--- src/rtl/alu_ctrl_stage.sv ---
// ALU-control pipeline stage: decodes the ALU operation, holds it under a valid/ready
// handshake, keeps the {N,Z,C} flag register and resolves B.cond branches on retire.
module alu_ctrl_stage (
  input  logic        clk,
  input  logic        rst,
  input  logic        in_valid,
  output logic        in_ready,
  input  logic [1:0]  alu_op,
  input  logic [10:0] opcode,
  input  logic        is_bcond,
  input  logic [3:0]  cond,
  input  logic        flush,
  output logic        out_valid,
  input  logic        out_ready,
  output logic [3:0]  ALUctrl,
  input  logic        Z,
  input  logic        C,
  input  logic        N,
  output logic        illegal,
  output logic [2:0]  flags,
  output logic        br_valid,
  output logic        br_taken
);

  logic [3:0] dec_ctrl;
  logic       dec_sf;
  logic       dec_ill;

  logic       set_flags_q;
  logic       is_bcond_q;
  logic [3:0] cond_q;

  logic       accept;
  logic       retire;

  assign in_ready = !out_valid || out_ready;
  assign accept   = in_valid && in_ready && !flush;
  assign retire   = out_valid && out_ready && !flush;

  always_comb begin
    dec_ctrl = 4'b0000;
    dec_sf   = 1'b0;
    dec_ill  = 1'b0;
    if (is_bcond) begin
      dec_ctrl = 4'b0111;
    end else begin
      case (alu_op)
        2'b00: dec_ctrl = 4'b0010;
        2'b01: dec_ctrl = 4'b0111;
        2'b10: begin
          case (opcode)
            11'b10001011000: dec_ctrl = 4'b0010;
            11'b11001011000: dec_ctrl = 4'b0110;
            11'b10001010000: dec_ctrl = 4'b0000;
            11'b10101010000: dec_ctrl = 4'b0001;
            11'b10101011000: begin dec_ctrl = 4'b0010; dec_sf = 1'b1; end
            11'b11101011000: begin dec_ctrl = 4'b0110; dec_sf = 1'b1; end
            default:         dec_ill = 1'b1;
          endcase
        end
        default: begin
          // I-type opcodes are only 10 bits wide; opcode[0] belongs to the immediate
          case (opcode[10:1])
            10'b1001000100: dec_ctrl = 4'b0010;
            10'b1101000100: dec_ctrl = 4'b0110;
            10'b1001001000: dec_ctrl = 4'b0000;
            10'b1011001000: dec_ctrl = 4'b0001;
            10'b1011000100: begin dec_ctrl = 4'b0010; dec_sf = 1'b1; end
            10'b1111000100: begin dec_ctrl = 4'b0110; dec_sf = 1'b1; end
            default:        dec_ill = 1'b1;
          endcase
        end
      endcase
    end
  end

  function automatic logic cond_eval(input logic [3:0] c, input logic [2:0] f);
    logic res;
    case (c)
      4'b0000: res = f[1];
      4'b0001: res = !f[1];
      4'b0010: res = f[0];
      4'b0011: res = !f[0];
      4'b0100: res = f[2];
      4'b0101: res = !f[2];
      4'b1110: res = 1'b1;
      default: res = 1'b0;
    endcase
    return res;
  endfunction

  always_ff @(posedge clk) begin
    if (rst) begin
      out_valid   <= 1'b0;
      ALUctrl     <= 4'b0000;
      illegal     <= 1'b0;
      set_flags_q <= 1'b0;
      is_bcond_q  <= 1'b0;
      cond_q      <= 4'b0000;
      flags       <= 3'b000;
      br_valid    <= 1'b0;
      br_taken    <= 1'b0;
    end else begin
      br_valid <= 1'b0;
      if (retire && set_flags_q) begin
        flags <= {N, Z, C};
      end
      // Branch sees the flag register as it stood before this cycle's update
      if (retire && is_bcond_q) begin
        br_valid <= 1'b1;
        br_taken <= cond_eval(cond_q, flags);
      end
      if (flush) begin
        out_valid <= 1'b0;
      end else if (accept) begin
        out_valid   <= 1'b1;
        ALUctrl     <= dec_ctrl;
        illegal     <= dec_ill;
        set_flags_q <= dec_sf;
        is_bcond_q  <= is_bcond;
        cond_q      <= cond;
      end else if (retire) begin
        out_valid <= 1'b0;
      end
    end
  end

endmodule

--- config.mk ---
export PLATFORM = sky130hd
export DESIGN_NAME = alu_ctrl_stage
export DESIGN_NICKNAME = d
export VERILOG_FILES = /design/src/rtl/alu_ctrl_stage.sv
export SDC_FILE = /design/constraint.sdc
export NUM_CORES = 1
export LEC_CHECK = 0
export CAP_MARGIN = 20
export CORE_ASPECT_RATIO = 1.5
export CORE_MARGIN = 8
export CORE_UTILIZATION = 37
export DETAILED_ROUTE_END_ITERATION = 12
export GPL_ROUTABILITY_DRIVEN = 0
export HOLD_SLACK_MARGIN = 0.05
export MAX_ROUTING_LAYER = met4
export PLACE_DENSITY = 0.78
export SLEW_MARGIN = 25
export SYNTH_ARGS = -nofsm -noshare
export SYNTH_HDL_FRONTEND = slang
export SYNTH_SLANG_ARGS = --single-unit
--- constraint.sdc ---
create_clock -name clk -period 1.36 [get_ports clk]
set_input_delay 0.272 -clock clk [delete_from_list [all_inputs] [get_ports clk]]
set_output_delay 0.272 -clock clk [all_outputs]
set_load 0.005 [all_outputs]
-- Word level (Yosys, flattened, before mapping)
Index checks and enable logic that the tools add are counted.
- register bits after elaboration: 17
- latch bits: 0
- memory bits (writable): 0
- ROM bits: 0
- output and inout port bits: 12
- logic and storage cells: 72
- memories: 0
- $add $sub $neg: 0
- multiply operators: 0
- div/mod/pow operators: 0
- $lt $le $gt $ge: 0
- equal/unequal tests: 20
- shift-type cells: 0
- multiplexer cells: 16
- bitwise logic cells: 1
- reduce and logical (&&, ||, !) cells: 26
- operator list (kind ; number):
    11-bit equality test (second input constant) ; 6
    10-bit equality test (second input constant) ; 6
    3-bit one-hot mux with 3 select lines ; 3
    2-bit OR reduction ; 8
    6-bit OR reduction ; 2
    1-bit 2-to-1 mux ; 9
    4-bit by 2-bit equality test with 1-bit output (second input constant) ; 2
    4-bit by 3-bit equality test with 1-bit output (second input constant) ; 2
    1-bit one-hot mux with 7 select lines ; 1
    1-bit logical AND ; 6
    1-bit zero test ; 5
    4-bit by 1-bit equality test with 1-bit output (second input constant) ; 1
    4-bit equality test (second input constant) ; 1
    4-bit zero test ; 1
    1-bit one-hot mux with 2 select lines ; 2
    3-bit 2-to-1 mux ; 1
    2-bit by 1-bit equality test with 1-bit output (second input constant) ; 1
    2-bit equality test (second input constant) ; 1
    2-bit zero test ; 1
    2-bit AND reduction ; 1
    2-bit nonzero test ; 1
    1-bit logical OR ; 1
    1-bit inverter ; 1

-- Depth between registers and ports, before layout
Gate-level depths: netlist (run 1).
- depth after elaboration: 5
- mapped depth: 5

-- Worst setup path after synthesis (run 1)
No wires, ideal clock.
- path type: flip-flop to flip-flop
- start point: register out_valid
- end point: register ALUctrl[2]
- arrival: 1.313 ns
- required time: 1.236 ns
- setup slack: -0.077 ns
- cell stages (with the launch flop): 4
- path buffers: 0
- period minus slack after synthesis: 1.437 ns
- path through: dfxtp_1 -> nor2b_4 -> or4_4 -> o311a_2
- word-level cells in the longest chain between the ends: 5
- RTL lines (item ; line ; RTL):
    start: declaration ; 13 ; output logic out_valid,
    start signal: assignment ; 94 ; out_valid <= 1'b0;
    start signal: assignment ; 114 ; out_valid <= 1'b0;
    start signal: assignment ; 116 ; out_valid <= 1'b1;
    1-bit zero test ; 36 ; assign in_ready = !out_valid || out_ready;
    1-bit logical OR ; 36 ;
    1-bit logical AND (2 in series) ; 37 ; assign accept = in_valid && in_ready && !flush;
    2-bit AND reduction (no source line) ; n/a ;
    end signal: assignment ; 117 ; ALUctrl <= dec_ctrl;
    end: declaration ; 15 ; output logic [3:0] ALUctrl,
Every way passes these cells.
A chain may end at the register's enable or synchronous reset.

-- Worst setup path after layout (run 1)
- start point: input flush
- end point: register set_flags_q
- word-level cells in the longest chain between the ends: 3
- RTL lines (item ; line ; RTL):
    start: declaration ; 12 ; input logic flush,
    1-bit zero test ; 37 ;
    1-bit logical AND ; 37 ;
    2-bit AND reduction (no source line) (*) ; n/a ;
    end signal: assignment ; 119 ; set_flags_q <= dec_sf;
    end: declaration ; 29 ; logic set_flags_q;
Mark *: on every way between the ends. The rest lies on a longest branch, timed or not.

==> out/summary.txt, run 1 <==
Worst path arrival time - 1640 ps
Area of placed instances - 0.00141 mm²
Hold slack - 389 ps
Detailed-route vias per instance - 5.47
Clock root cell - clkbuf_4
EDFF count, synth - 0
DRT Wirelength - 2920 µm
Fin util - 0.677
Critical path data required time - 1580 ps
First-pass GRT wire length - 4600 µm
PD cells - 686 mW/mm²
Crit path kind - primary input to flip-flop
Pleak - 0.692 nW
Min-delay worst type - primary input to flip-flop
Initial antenna violation count - 0
Post-route worst setup slack - -66.1 ps
Post-route antenna net violation count - 0
Final setup violation count - 3
Synth Net Count - 125
Final Hold Vio Count - 0
Die height - 75.8 µm
Area delta synth->final - 73.5%
Die Area - 0.00423 mm²
Peak VDD IR - 0.352 mV
Synth cell count leaders - 16 x dfxtp_1, 16 x nor2_1, 9 x mux2i_1
Die width - 55.9 µm
Core area - 0.00226 mm²
# rows - 21
Syn Std Cell Area - 882 µm²
TritonCTS clock tree - done
I/O Pins - 38
IO Port Bufs - 36
Critical Path Source Type - primary input
CTS hold repair buffers - 0
Clk pin slew, worst setup/hold paths - 90 ps
Router iterations before antenna repair - 4
Largest net degree at the start of global routing - 10
Main synth FF type - dfxtp_1
CP Capture Type - flip-flop
All-layer global routing usage - 0.136
CP Max Fanout - 4
Post-synthesis sequential area ratio - 0.363
GRT overflow - 0
F_max - 0.701 GHz
Max-Cap Viols - 0
Post-Syn Area per Cell - 8.91 µm²
Fin area - 0.00153 mm²
Clock latency on the worst-skew pair - 280 ps
Final-stage net count - 189
Final worst clock skew - 3.75 ps
Async set-reset flop share out of synthesis - 0
Via count - 1012
Failing checks - negative setup slack
Vias in the first global route - 1091
Post-DR wirelength/cell - 15.8 µm
Final min period - 1430 ps
Post-route clock period utilization - 1.05
Synth Register Bits - 16
Post-Syn Instances - 99
CTS buffer count - 3
Share of cells above drive strength 1 - 0.315
Dominant cell type by area after synthesis - dfxtp_1
YS warnings - 0
CTS H-tree lvls - 1
Slew Viols, Final - 0
Synth top area share - 0.363
Synth cell types - 37
Clk sinks - 16
Outcome - complete, but fails checks
Area contributors post-synth - dfxtp_1 36%, mux2i_1 10%, nor2_1 6.8%, a21oi_1 2.8%, nor3_1 2.8%
DRT iter0 DRCs - 25
Initial Util - 0.390
HPWL after detailed placement - 2280 µm
Antenna diodes - 0
Maximum root-to-sink buffer count - 2
Number of remaining DRC errors - 0
RSZ-0062 raised after global routing - true
## registers in the layout, indices dropped and copies added, names as in the netlist
register and count:
illegal 1, ALUctrl 3, out_valid 1, cond_q 4, br_valid 1, is_bcond_q 1, br_taken 1, flags 3
set_flags_q 1
## per-layer routing
layer  wire, µm  up-vias  track usage
li1           -      485            -
met1       1050      474        0.120
met2       1670       47        0.285
met3        148        6       0.0283
met4         52        0       0.0349
met5          0        -            -
## stage by stage
stage               setup TNS, ps  worst slack [ps]  std cells  power [mW]
floorplan                   -93.9             -68.2         99       0.587
global placement            -4690              -489        178       0.738
detailed placement          -5100              -537        178       0.745
CTS                          -195             -86.7        184        1.05
global route                 -268              -101        185        1.09
finish                       -125             -66.1        185        1.05
## cell usage in the layout, fill, tap and decap left out, types with 4 or more instances in the layout
cell,netlist,layout
buf_4,1,25
dlygate4sd2_1,0,17
nor2_1,16,16
clkdlybuf4s50_1,0,14
dfxtp_1,16,11
mux2i_1,9,9
a21oi_1,5,5
dfxtp_2,0,5
inv_1,4,4
nor3_1,5,4
nand3_1,4,4
## critical path, stage by stage
cell and delay, ps:
dlygate4sd2_1 240, nand2b_4 140, or4_4 540, nor4bb_1 300, o2bb2ai_1 140
## repair_timing
| action | CTS | global route |
|---|---|---|
| pin swaps | 7 | 9 |
| endpoints found under the setup margin | 17 | 6 |
| resized for setup | 34 | 10 |
| gates cloned | 0 | 0 |
| buffers inserted | 2 | 1 |
## cell type report
class	instances	area, µm²
clock buffer	4	36.3
fill	205	729
multi-input combinational	76	593
timing repair buffer	62	531
tap	23	28.8
sequential	16	327
inverter	4	15.0
## worst paths after layout
check                                from                       end  slack, ps  depth (start not counted)
setup / recovery                    flush  set_flags_q$_SDFFE_PP0P_        -70                          5
hold / removal                      flush    out_valid$_SDFFE_PP0P_        390                          3
setup reg to reg   out_valid$_SDFFE_PP0P_  set_flags_q$_SDFFE_PP0P_        -50                          4
hold reg to reg   ALUctrl[1]$_SDFFE_PP0P_   ALUctrl[1]$_SDFFE_PP0P_        500                          2
## kinds of logic after synthesis
| family | count (synthesis) | synth area share |
|---|---|---|
| compound gates | 16 | 0.131 |
| simple gates | 48 | 0.326 |
| mux | 9 | 0.102 |
| xor+xnor | 2 | 0.0199 |
| buf+inv | 7 | 0.0539 |
| flops | 16 | 0.363 |
| other cells | 1 | 0.00425 |
## power by group
| part | leakage (nW) | internal [mW] | switching (mW) |
|---|---|---|---|
| logic | 0.538 | 0.150 | 0.0976 |
| registers | 0.133 | 0.484 | 0.0117 |
| clock network | 0.0210 | 0.163 | 0.143 |
| total | 0.692 | 0.797 | 0.253 |
Power figures use the tool's default switching activity.
==> run 2, diff against run 1 <==
--- a/config.mk
+++ b/config.mk
@@ -5,7 +5,7 @@
 export SDC_FILE = /design/constraint.sdc
 export NUM_CORES = 1
 export LEC_CHECK = 0
-export CAP_MARGIN = 20
+export CAP_MARGIN = 0
 export CORE_ASPECT_RATIO = 1.5
 export CORE_MARGIN = 8
 export CORE_UTILIZATION = 37
==> results of run 2 <==
The final DEF is identical to that of run 1; final timing and power are the same.
==> RTL edit, RTL diff (settings of run 2) <==
Make the reset (`rst`) asynchronous in one clocked block.
--- a/src/rtl/alu_ctrl_stage.sv
+++ b/src/rtl/alu_ctrl_stage.sv
@@ -89,7 +89,7 @@
     return res;
   endfunction
 
-  always_ff @(posedge clk) begin
+  always_ff @(posedge clk or posedge rst) begin
     if (rst) begin
       out_valid   <= 1'b0;
       ALUctrl     <= 4'b0000;
Function: differs if rst is asserted again (counterexample within 4 cycles, from zero or initial values and one cycle with rst high); with rst held inactive, the same outputs for 10 cycles.
==> RTL edit against run 2 <==
  * The flow still finishes with violations (setup timing)
  * Cell area fell by 3.4%
  * Setup slack gained 0.028 ns
  * Maximum frequency rose by 2.0%
  * Synthesized area is 0.99% lower
  * Total power grew 16%
  * Clock skew shrank 0.0033 ns
  * Cell count down 10%
  * Wire length decreased by 14%
  * Sequential cell count unchanged
  * Critical path depth is 1 higher
  * Highest routed layer unchanged
==> RTL edit: results (changes against run 2) <==
| Metric | Value |
|---|---|
| Status | `finished with violations` |
| Violations in the final reports | `setup timing` |
| Leakage power total | `0.768 nW (+11%)` |
| Sequential power share | `46.2% (-1.1 points)` |
| Portion of the layout cell area used by clock cells | `2.45% (+0.082 points)` |
| Setup slack at placement | `-0.344 ns (+0.193 ns)` |
| Final critical-path setup slack | `-0.0379 ns (+0.0281 ns)` |
| WL per Instance | `15.1 microns (-4.2%)` |
| Switching pwr | `314 uW (+24%)` |
| Fin Hold WS | `0.292 ns (-0.0977 ns)` |
| Average cell area after synthesis | `10.4 sq um (+17%)` |
| Proportion of cell area occupied by registers | `27.1% (+5.7 points)` |
| Fill cell instance count of the final layout | `175 (-15%)` |
| Met1 track demand over resource in global routing | `11.1% (-0.94 points)` |
| Net count after synthesis | `110 (-12%)` |
| Number of non-clock buffers in the layout | `57 (-8.1%)` |
| Endpoint of the most critical setup path | `ALUctrl[2]` |
| Met3 routed WL | `61 microns (-59%)` |
| Number of global-route vias before repair | `961 (-12%)` |
| GRT Overall Usage | `12.6% (-0.97 points)` |
| Share of cells above drive strength 1 | `31.5% (about the same)` |
| Synth async-reset ratio | `100% (+100 points)` |
| Length of routed wiring on met1 | `880 microns (-16%)` |
| Setup TNS Final | `-0.0984 ns (+0.0262 ns)` |
| Depth of the worst register-to-register path | `6 (+2)` |
| Cell total after placement | `157 (-12%)` |
| Met2 Track Usage GR | `25.8% (-2.7 points)` |
| Non-clock buffer contribution to total cell area | `35.5% (+0.86 points)` |
| Met3 usage in global routing | `2.00% (-0.83 points)` |
| Setup violators final | `6 (+3)` |
| Worst path arrival time | `1.58 ns (-0.06 ns)` |
| Critical path peak fanout | `3 (-1)` |
| Internal power | `907 uW (+14%)` |
| Area of combinational cells with multiple inputs | `470 sq um (-21%)` |
| Worst setup path start | `out_valid` |
| Vias per cell | `5.29 (-3.3%)` |
| Clock Skew | `0.000483 ns (-0.00327 ns)` |
| Cells taking the most area after synthesis | `sky130_fd_sc_hd__dfrtp_1 (46%), sky130_fd_sc_hd__nand2_1 (8.6%), sky130_fd_sc_hd__nor4b_4 (2.7%)` |
| Multi-In Gates | `62 (-18%)` |
| Synth cell count leaders | `sky130_fd_sc_hd__nand2_1 (20), sky130_fd_sc_hd__dfrtp_1 (16), sky130_fd_sc_hd__nor2_1 (5)` |
| DP Wirelength | `2100 microns (-7.8%)` |
| Cell area after placement | `1360 sq um (-3.5%)` |
| Layout net count | `170 (-10%)` |
| Wire length of the first global-routing pass | `4180 microns (-9.0%)` |
| Hold Path Class | `primary input to async pin` |
| Worst IR drop on VDD | `561 uV (+59%)` |
| Post-synth top flop | `sky130_fd_sc_hd__dfrtp_1` |
| Largest net degree at the start of global routing | `17 (+7)` |
| Sequential area share after synthesis | `45.8% (+9.5 points)` |
| Count of distinct cell types in the synthesized netlist | `36 (-2.7%)` |
| Share of the core filled with cells | `66.2% (-1.5 points)` |
| Met2 routed wirelength | `1520 microns (-8.7%)` |
RTL edit: cell count changes in the layout (fill, tap and decap cells not counted), sizes merged, moves of 3 or more:
cell and change:
dfxtp -16, nand2 +17, a21oi -3, nand3 -4, dlygate4sd2 -7, nor2 -12
dlymetal6s2s +4, nor3 -3, mux2 +3, clkdlybuf4s50 +5, dfrtp +16, buf -3
mux2i -7
RTL edit: kinds of logic (layout without fill, tap and decap cells):
| group | count (synthesis) | in the layout | synth area share (%) |
|---|---|---|---|
| xor gates and xnor gates | 1 | 1 | 1.00 |
| other | 1 | 1 | 0.429 |
| and+or+nand+nor | 41 | 41 | 30.4 |
| DFF | 16 | 16 | 45.8 |
| buffers and inverters | 6 | 65 | 4.16 |
| muxes | 5 | 5 | 6.16 |
| AOI/OAI and AO/OA | 14 | 14 | 12.0 |
RTL edit: repair_timing:
action	CTS	global route
resized for setup	23	12
buffers inserted	6	0
gates cloned	0	0
pin swaps	2	9
setup endpoints to repair	14	15
